`src/rtl/genius_pkg.sv`:
```
// Shared encodings and defaults for the Genius sprite controller.
package genius_pkg;

    typedef enum logic [2:0] {
        ST_OFF,
        ST_IDLE,
        ST_SHOW,
        ST_GAP,
        ST_LOSE,
        ST_WIN
    } state_t;

    localparam int FLAG_PWR        = 0;
    localparam int FLAG_WIN        = 1;
    localparam int FLAG_LOSE       = 2;
    localparam int FLAG_COLOR_BASE = 3;

    localparam int DEF_NUM_COLORS    = 4;
    localparam int DEF_HOLD_CYCLES   = 16;
    localparam int DEF_GAP_CYCLES    = 4;
    localparam int DEF_RESULT_CYCLES = 64;

endpackage

```
`src/rtl/genius_down_counter.sv`:
```
// Loadable down-counter that saturates at zero.
module genius_down_counter #(
    parameter int WIDTH = 8
) (
    input  logic             CLK,
    input  logic             RESET,
    input  logic             load,
    input  logic [WIDTH-1:0] load_value,
    input  logic             dec,
    output logic [WIDTH-1:0] count,
    output logic             zero
);

    always_ff @(posedge CLK) begin
        if (RESET)
            count <= '0;
        else if (load)
            count <= load_value;
        else if (dec && count != '0)
            count <= count - 1'b1;
    end

    assign zero = (count == '0);

endmodule

```
`src/rtl/genius_sprite_ctrl.sv`:
```
// Sprite sequencer for the Genius game: shows colours, result screens and power state.
module genius_sprite_ctrl
    import genius_pkg::*;
#(
    parameter int NUM_COLORS    = DEF_NUM_COLORS,
    parameter int HOLD_CYCLES   = DEF_HOLD_CYCLES,
    parameter int GAP_CYCLES    = DEF_GAP_CYCLES,
    parameter int RESULT_CYCLES = DEF_RESULT_CYCLES,
    localparam int CW = (NUM_COLORS > 2) ? $clog2(NUM_COLORS) : 1
) (
    input  logic                    CLK,
    input  logic                    RESET,
    input  logic                    PWR_BTN,
    input  logic                    SHOW_VALID,
    input  logic [CW-1:0]           SHOW_COLOR,
    output logic                    SHOW_READY,
    input  logic                    GAME_LOSE,
    input  logic                    GAME_WIN,
    output logic                    SHOW_ERR,
    output logic [NUM_COLORS+2:0]   SPRITES_FLAGS
);

    localparam int CNT_MAX = (HOLD_CYCLES > GAP_CYCLES)
                           ? ((HOLD_CYCLES > RESULT_CYCLES) ? HOLD_CYCLES : RESULT_CYCLES)
                           : ((GAP_CYCLES > RESULT_CYCLES) ? GAP_CYCLES : RESULT_CYCLES);
    localparam int CNTW   = (CNT_MAX > 1) ? $clog2(CNT_MAX + 1) : 1;
    localparam int GAP_M1 = (GAP_CYCLES > 0) ? GAP_CYCLES - 1 : 0;
    localparam int FW     = NUM_COLORS + 3;
    localparam logic [CW:0] NC_W = (CW+1)'(NUM_COLORS);

    state_t          state, nxt;
    logic [CW-1:0]   col_q, nxt_col;
    logic            transfer, bad_color;
    logic            cnt_load, cnt_zero;
    logic [CNTW-1:0] cnt_value, cnt_load_value;

    function automatic logic [FW-1:0] flags_of(state_t s, logic [CW-1:0] c);
        flags_of = '0;
        case (s)
            ST_IDLE, ST_GAP: flags_of[FLAG_PWR] = 1'b1;
            ST_SHOW: begin
                flags_of[FLAG_PWR] = 1'b1;
                for (int unsigned i = 0; i < NUM_COLORS; i++)
                    if (c == CW'(i))
                        flags_of[FLAG_COLOR_BASE + NUM_COLORS - 1 - i] = 1'b1;
            end
            ST_LOSE: flags_of[FLAG_LOSE] = 1'b1;
            ST_WIN:  flags_of[FLAG_WIN]  = 1'b1;
            default: flags_of = '0;
        endcase
    endfunction

    assign SHOW_READY = (state == ST_IDLE) && !GAME_LOSE && !GAME_WIN && !PWR_BTN;
    assign transfer   = SHOW_VALID && SHOW_READY;
    assign bad_color  = transfer && ({1'b0, SHOW_COLOR} >= NC_W);
    assign nxt_col    = transfer ? SHOW_COLOR : col_q;

    always_comb begin
        nxt = state;
        case (state)
            ST_OFF:
                if (PWR_BTN) nxt = ST_IDLE;
            ST_IDLE:
                if (GAME_LOSE)                  nxt = ST_LOSE;
                else if (GAME_WIN)              nxt = ST_WIN;
                else if (PWR_BTN)               nxt = ST_OFF;
                else if (transfer && !bad_color) nxt = ST_SHOW;
            ST_SHOW:
                if (GAME_LOSE)     nxt = ST_LOSE;
                else if (GAME_WIN) nxt = ST_WIN;
                else if (cnt_zero) nxt = (GAP_CYCLES == 0) ? ST_IDLE : ST_GAP;
            ST_GAP:
                if (GAME_LOSE)     nxt = ST_LOSE;
                else if (GAME_WIN) nxt = ST_WIN;
                else if (cnt_zero) nxt = ST_IDLE;
            ST_LOSE:
                if (cnt_zero && !GAME_LOSE) nxt = ST_OFF;
            ST_WIN:
                if (cnt_zero && !GAME_WIN) nxt = ST_OFF;
            default: nxt = ST_OFF;
        endcase
    end

    // No state re-enters itself, so a state change marks every entry that needs a reload.
    always_comb begin
        cnt_load       = (nxt != state);
        cnt_load_value = '0;
        case (nxt)
            ST_SHOW:         cnt_load_value = CNTW'(HOLD_CYCLES - 1);
            ST_GAP:          cnt_load_value = CNTW'(GAP_M1);
            ST_LOSE, ST_WIN: cnt_load_value = CNTW'(RESULT_CYCLES - 1);
            default:         cnt_load_value = '0;
        endcase
    end

    genius_down_counter #(.WIDTH(CNTW)) u_counter (
        .CLK        (CLK),
        .RESET      (RESET),
        .load       (cnt_load),
        .load_value (cnt_load_value),
        .dec        (!cnt_load),
        .count      (cnt_value),
        .zero       (cnt_zero)
    );

    always_ff @(posedge CLK) begin
        if (RESET) begin
            state         <= ST_OFF;
            col_q         <= '0;
            SHOW_ERR      <= 1'b0;
            SPRITES_FLAGS <= '0;
        end else begin
            state         <= nxt;
            col_q         <= nxt_col;
            SHOW_ERR      <= bad_color;
            SPRITES_FLAGS <= flags_of(nxt, nxt_col);
        end
    end

endmodule

```
`config.mk`:
```
export PLATFORM = sky130hd
export DESIGN_NAME = genius_sprite_ctrl
export DESIGN_NICKNAME = d
export VERILOG_FILES = /design/src/rtl/genius_pkg.sv /design/src/rtl/genius_down_counter.sv /design/src/rtl/genius_sprite_ctrl.sv
export SDC_FILE = /design/constraint.sdc
export NUM_CORES = 1
export LEC_CHECK = 0
export ABC_CLOCK_PERIOD_IN_PS = 5170
export CAP_MARGIN = 40
export CORE_UTILIZATION = 55
export CTS_CLUSTER_DIAMETER = 50
export DETAILED_ROUTE_END_ITERATION = 8
export HOLD_SLACK_MARGIN = 0.05
export PLACE_DENSITY = 0.82
export SLEW_MARGIN = 40
export SYNTH_ARGS = -nofsm -noshare
export SYNTH_HDL_FRONTEND = slang
export SYNTH_HIERARCHICAL = 1
export SYNTH_SLANG_ARGS = --single-unit
```
`constraint.sdc`:
```
create_clock -name CLK -period 5.17 [get_ports CLK]
set_clock_uncertainty 0.05 [all_clocks]
set_input_delay 1.2925 -clock CLK [delete_from_list [all_inputs] [get_ports CLK]]
set_output_delay 1.2925 -clock CLK [all_outputs]
set_load 0.005 [all_outputs]
```
==> impl_metrics.env, run 1 <==
export IMPL_status="completed"
export IMPL_clkTransAtPathRegs_ns=0.12
export IMPL_startpoint_type="input pin"
export IMPL_setup_viol=0
export IMPL_ys_seq_area_frac=0.365
export IMPL_cp_arrival_ns=2.73
export IMPL_postSynth_asyncResetShare=0
export IMPL_post_cts_resized=0
export IMPL_met3_usage=0.0397
export IMPL_nFillCells=141
export IMPL_cts_sinks=19
export IMPL_finalHoldViolations=0
export IMPL_netlist_instances=118
export IMPL_drtPass1Iterations=4
export IMPL_viasPerCell=5.64
export IMPL_synth_seq_cells=19
export IMPL_cp_top_family="buffers and inverters"
export IMPL_synth_common_cells="dfxtp_1, nor2_1, inv_1, a21oi_1"
export IMPL_use_met2=0.346
export IMPL_slowest_delay_ns=0.50
export IMPL_required_ns=3.83
export IMPL_period_needed_ns=4.07
export IMPL_grt_max_degree=16
export IMPL_synth_largest_area_cell="dfxtp_1"
export IMPL_fin_area_sq_um=1220
export IMPL_layout_drive_gt1_share=0.128
export IMPL_r2r_end="u_counter/count[5]$_SDFFE_PP0P_"
export IMPL_pwr_density_cell_nw_per_um2=339
export IMPL_area_delta_synth_final_pct=17.3
export IMPL_postLayoutCoreUtil=0.700
export IMPL_ant_nets=0
export IMPL_io_pins=17
export IMPL_drc_errors=0
export IMPL_crit_cells=4
export IMPL_synth_top_area_frac=0.365
export IMPL_cts_setup_buffers=0
export IMPL_crit_end="SHOW_READY"
export IMPL_insertedDiodeCount=0
export IMPL_die_area_sq_um=2070
export IMPL_synth_ff_type="dfxtp_1"
export IMPL_rsz0062_at_grt="false"
export IMPL_overflow=0
export IMPL_start_util=0.596
export IMPL_crit_path_start="GAME_LOSE"
export IMPL_syn_avg_cell_area_sq_um=8.82
export IMPL_min_path_type="reg2reg"
export IMPL_die_w_microns=45.5
export IMPL_ys_warnings_count=6
export IMPL_place_area_sq_um=1190
export IMPL_ir_worst_vdd_mv=0.233
export IMPL_setup_slack_ns=1.10
export IMPL_p_leak_nw=0.469
export IMPL_cpMaxStageDelayCell="clkdlybuf4s50_1"
export IMPL_cts_made_buffers=3
export IMPL_syn_area_sq_um=1040
export IMPL_wirelength_microns=2080
export IMPL_clk_latency_ns=0.31
export IMPL_num_rows=15
export IMPL_grt_busiest_layer="met2"
export IMPL_clock_path_buffers=2
export IMPL_fin_tns_setup_ns=0
export IMPL_cp_cell_sequence="clkdlybuf4s50_1, nor3_2, and2_1, clkdlybuf4s50_1"
export IMPL_period_share=0.788
export IMPL_instances_no_fill=158
export IMPL_synth_edff_count=0
export IMPL_core_sq_um=1750
export IMPL_grt_pass1_wl_microns=3440
export IMPL_critPathKind="in2out"
export IMPL_timing_fmax_mhz=245
export IMPL_grt_antenna_before_repair=0
export IMPL_num_vias=891
export IMPL_cp_max_fo=5
export IMPL_place_ws_ns=0.841
export IMPL_r2r_slack_ns=1.66
export IMPL_dpl_hpwl_microns=1560
export IMPL_drt_iter0_drc=13
export IMPL_grt_util_all_layers=0.234
export IMPL_placed_cells=154
export IMPL_synth_most_common_cell="dfxtp_1"
export IMPL_r2r_start="u_counter/count[0]$_SDFFE_PP0P_"
export IMPL_endpoint_kind="output port"
export IMPL_place_congestion=0.877
export IMPL_power_uw=414
export IMPL_met1_usage=0.318
export IMPL_timing_hold_ws_ns=0.465
export IMPL_slew_headroom=0.654
export IMPL_drv_cap=0
export IMPL_worst_slew_pin_slew_ns=0.517
export IMPL_cts_max_level=1
export IMPL_ys_types=51
export IMPL_nNetsFinal=143
export IMPL_root_buffer="clkbuf_4"
export IMPL_final_max_slew_violation_count=0
export IMPL_numPortBuffers=15
export IMPL_r2r_cells=13
export IMPL_cts_tree="yes"
export IMPL_die_h_microns=45.5
export IMPL_crit_top_cell="clkdlybuf4s50_1"
export IMPL_wl_per_cell_microns=13.1
export IMPL_synth_area_top_cells="dfxtp_1, nor2_1, inv_1, mux2i_1, nor4b_1"
export IMPL_cp_num_buf_inv=2
export IMPL_postCtsHoldBufs=0
export IMPL_grt_pass1_vias=805
==> routing by layer <==
layer  share of wire  wire length (microns)  vias to the layer above
li1                -                      -                      455
met1            0.48                   1010                      414
met2            0.46                    946                       17
met3           0.035                     73                        5
met4           0.023                     48                        0
met5               0                      0                        -
==> how the worst min path moves through the flow <==
| stage | start | end | slack [ns] | cells after the start |
|---|---|---|---|---|
| after detailed placement | u_counter/count[6]$_SDFFE_PP0P_ | u_counter/count[6]$_SDFFE_PP0P_ | 0.45 | 2 |
| after global routing | u_counter/count[6]$_SDFFE_PP0P_ | u_counter/count[6]$_SDFFE_PP0P_ | 0.50 | 2 |
| after CTS | u_counter/count[6]$_SDFFE_PP0P_ | u_counter/count[6]$_SDFFE_PP0P_ | 0.47 | 2 |
| after floorplan | u_counter/count[6]$_SDFFE_PP0P_ | u_counter/count[6]$_SDFFE_PP0P_ | 0.43 | 2 |
| after global placement | u_counter/count[6]$_SDFFE_PP0P_ | u_counter/count[6]$_SDFFE_PP0P_ | 0.44 | 2 |
| final | u_counter/count[6]$_SDFFE_PP0P_ | u_counter/count[6]$_SDFFE_PP0P_ | 0.47 | 2 |
==> cell families after synthesis <==
| family | synth area share |
|---|---|
| other cells | 0.00360 |
| mux | 0.0288 |
| simple gates | 0.288 |
| compound gates | 0.224 |
| flops | 0.365 |
| fa+ha+maj | 0.0120 |
| buf+inv | 0.0697 |
| xor+xnor | 0.00841 |
==> state kept, by name, indices dropped and copies added (netlist names) <==
register,flops
col_q,2
u_counter/count,7
state,3
SPRITES_FLAGS,7
==> worst reg2reg max path, cell delays in order (launching register included) <==
cell and delay (ns):
dfxtp_1 0.38, inv_1 0.06, ha_1 0.23, nor4b_4 0.15
and2_1 0.24, inv_1 0.07, o21ai_0 0.08, a221o_1 0.43
a221o_1 0.33, a211oi_1 0.34, or3b_2 0.54, nor4_1 0.19
nand2b_1 0.08, a311oi_1 0.24
==> placed cells by master (no fill, tap or decap), types with 3 or more instances in the layout <==
cell type / instances
nand2_1: 3
inv_1: 9
dfxtp_1: 19
nor2_1: 17
nor4b_1: 3
clkdlybuf4s50_1: 15
clkbuf_4: 3
mux2i_1: 3
and2_1: 3
a211oi_1: 3
o21ai_0: 3
a21oi_1: 5
==> power breakdown <==
group	switching (mW)	internal [mW]	leakage (nW)
Sequential	0.0195	0.163	0.155
Combinational	0.0802	0.0708	0.300
Clock	0.0513	0.0295	0.0139
==> final cells by class <==
| class | count | area [sq um] | area share |
|---|---|---|---|
| multi-input combinational | 85 | 592 | 0.485 |
| sequential | 19 | 380 | 0.311 |
| clock buffer | 3 | 22.5 | 0.0184 |
| inverter | 10 | 37.5 | 0.0307 |
| clock inverter | 1 | 7.51 | 0.00615 |
| tap | 25 | 31.3 | 0.0256 |
| timing repair buffer | 15 | 150 | 0.123 |
Note: power is estimated with default switching activity, not from simulation.
==> run 2: changes to the inputs <==
--- a/config.mk
+++ b/config.mk
@@ -5,13 +5,13 @@
 export SDC_FILE = /design/constraint.sdc
 export NUM_CORES = 1
 export LEC_CHECK = 0
-export ABC_CLOCK_PERIOD_IN_PS = 5170
+export ABC_CLOCK_PERIOD_IN_PS = 3500
 export CAP_MARGIN = 40
-export CORE_UTILIZATION = 55
+export CORE_UTILIZATION = 46
 export CTS_CLUSTER_DIAMETER = 50
 export DETAILED_ROUTE_END_ITERATION = 8
 export HOLD_SLACK_MARGIN = 0.05
-export PLACE_DENSITY = 0.82
+export PLACE_DENSITY = 0.73
 export SLEW_MARGIN = 40
 export SYNTH_ARGS = -nofsm -noshare
 export SYNTH_HDL_FRONTEND = slang
==> constraint.sdc (replaced) <==
create_clock -name CLK -period 3.5 [get_ports CLK]
set_clock_uncertainty 0.05 [all_clocks]
set_input_delay 0.875 -clock CLK [delete_from_list [all_inputs] [get_ports CLK]]
set_output_delay 0.875 -clock CLK [all_outputs]
set_load 0.005 [all_outputs]
==> impl_metrics.env, run 2 (same netlist as run 1, synthesis figures left out) <==
export IMPL_timing_hold_ws_ns=0.462
export IMPL_r2r_slack_ns=0.22
export IMPL_insertedDiodeCount=0
export IMPL_start_util=0.510
export IMPL_timing_fmax_mhz=297
export IMPL_p_leak_nw=0.529
export IMPL_layout_commonest_cell="dfxtp_1"
export IMPL_io_pins=17
export IMPL_cts_tree="yes"
export IMPL_worst_slew_pin_slew_ns=0.566
export IMPL_grt_pass1_wl_microns=3730
export IMPL_cp_max_fo=4
export IMPL_core_sq_um=2040
export IMPL_viasPerCell=5.53
export IMPL_clock_path_buffers=2
export IMPL_status="completed"
export IMPL_period_needed_ns=3.37
export IMPL_cp_arrival_ns=2.45
export IMPL_place_ws_ns=-0.287
export IMPL_clkTransAtPathRegs_ns=0.10
export IMPL_drv_cap=0
export IMPL_wirelength_microns=2270
export IMPL_drtPass1Iterations=4
export IMPL_endpoint_kind="output port"
export IMPL_wl_per_cell_microns=13.2
export IMPL_ir_worst_vdd_mv=0.333
export IMPL_grt_max_degree=16
export IMPL_grt_pass1_vias=876
export IMPL_finalHoldViolations=0
export IMPL_startpoint_type="input pin"
export IMPL_setup_slack_ns=0.129
export IMPL_grt_util_all_layers=0.198
export IMPL_clk_latency_ns=0.30
export IMPL_area_delta_synth_final_pct=27.9
export IMPL_grt_antenna_before_repair=0
export IMPL_cts_setup_buffers=0
export IMPL_slew_headroom=0.621
export IMPL_top_regs="SPRITES_FLAGS (7), u_counter/count (7), state (3)"
export IMPL_dpl_hpwl_microns=1700
export IMPL_num_rows=16
export IMPL_setup_viol=0
export IMPL_period_share=0.963
export IMPL_mostFrequentLayoutCells="dfxtp_1, nor2_1, clkdlybuf4s50_1"
export IMPL_drc_errors=0
export IMPL_critPathKind="in2out"
export IMPL_die_area_sq_um=2460
export IMPL_ant_nets=0
export IMPL_rsz0062_at_grt="false"
export IMPL_die_h_microns=49.6
export IMPL_nNetsFinal=155
export IMPL_numPortBuffers=15
export IMPL_layout_drive_gt1_share=0.221
export IMPL_num_vias=952
export IMPL_cts_sinks=19
export IMPL_cts_made_buffers=3
export IMPL_pwr_density_cell_nw_per_um2=488
export IMPL_root_buffer="clkbuf_4"
export IMPL_die_w_microns=49.6
export IMPL_final_max_slew_violation_count=0
export IMPL_drt_iter0_drc=25
export IMPL_required_ns=2.57
export IMPL_place_congestion=0.819
export IMPL_fin_tns_setup_ns=0
export IMPL_min_path_type="reg2reg"
export IMPL_overflow=0
export IMPL_cts_max_level=1
export IMPL_postCtsHoldBufs=0
-- run 2: changes by cell type in the layout (fill, tap and decap cells not counted), sizes merged --
cell,previous run,this run
buf,0,12
-- run 2: final cells by class --
class | instances | area [sq um]
Fill cell | 191 | 711
Multi-Input combinational cell | 85 | 609
Sequential cell | 19 | 380
Timing Repair Buffer | 27 | 240
Inverter | 10 | 37.5
Tap cell | 27 | 33.8
Clock buffer | 3 | 22.5
Clock inverter | 1 | 7.51
-- run 2: worst paths after layout --
path | depth (start not counted) | endpoint | startpoint
max | 6 | SHOW_READY | GAME_LOSE
min | 2 | u_counter/count[6]$_SDFFE_PP0P_ | u_counter/count[6]$_SDFFE_PP0P_
max reg2reg | 13 | u_counter/count[5]$_SDFFE_PP0P_ | u_counter/count[0]$_SDFFE_PP0P_
min reg2reg | 2 | u_counter/count[6]$_SDFFE_PP0P_ | u_counter/count[6]$_SDFFE_PP0P_
-- run 2: layer usage --
metal  vias up  part of all wire  track usage  wire length (microns)
met5         -                 0            0                      0
met4         0             0.036        0.133                     82
met3         9             0.037       0.0309                     84
met2        25              0.46        0.315                   1030
met1       439              0.47        0.243                   1070
li1        479                 -            -                      -
-- run 2: worst max-delay path, cell delays in order --
cell	delay (ns)
clkdlybuf4s50_1	0.46
buf_4	0.16
nor3_2	0.21
buf_4	0.14
and2_1	0.10
clkdlybuf4s50_1	0.49
-- run 2: per-stage QoR --
step / cell area [sq um] / cells / power, mW / utilization
CTS: 1320 / 172 / 0.644 / 0.646
detailed placement: 1280 / 168 / 0.528 / 0.629
global route: 1330 / 172 / 0.691 / 0.652
finish: 1330 / 172 / 0.650 / 0.652
global placement: 1280 / 168 / 0.524 / 0.629
floorplan: 1040 / 119 / 0.444 / -
-- run 2: repair_timing --
action,4_1_cts,5_1_grt
cloned,0,0
endpoints found under the setup margin,1,1
resized for setup,1,2
endpoints found under the hold margin,0,0
-- run 2: power breakdown --
| part | leakage (nW) | total (mW) | switching (mW) | internal, mW |
|---|---|---|---|---|
| combinational | 0.360 | 0.271 | 0.136 | 0.135 |
| clock | 0.0139 | 0.111 | 0.0670 | 0.0436 |
| sequential | 0.155 | 0.268 | 0.0277 | 0.241 |
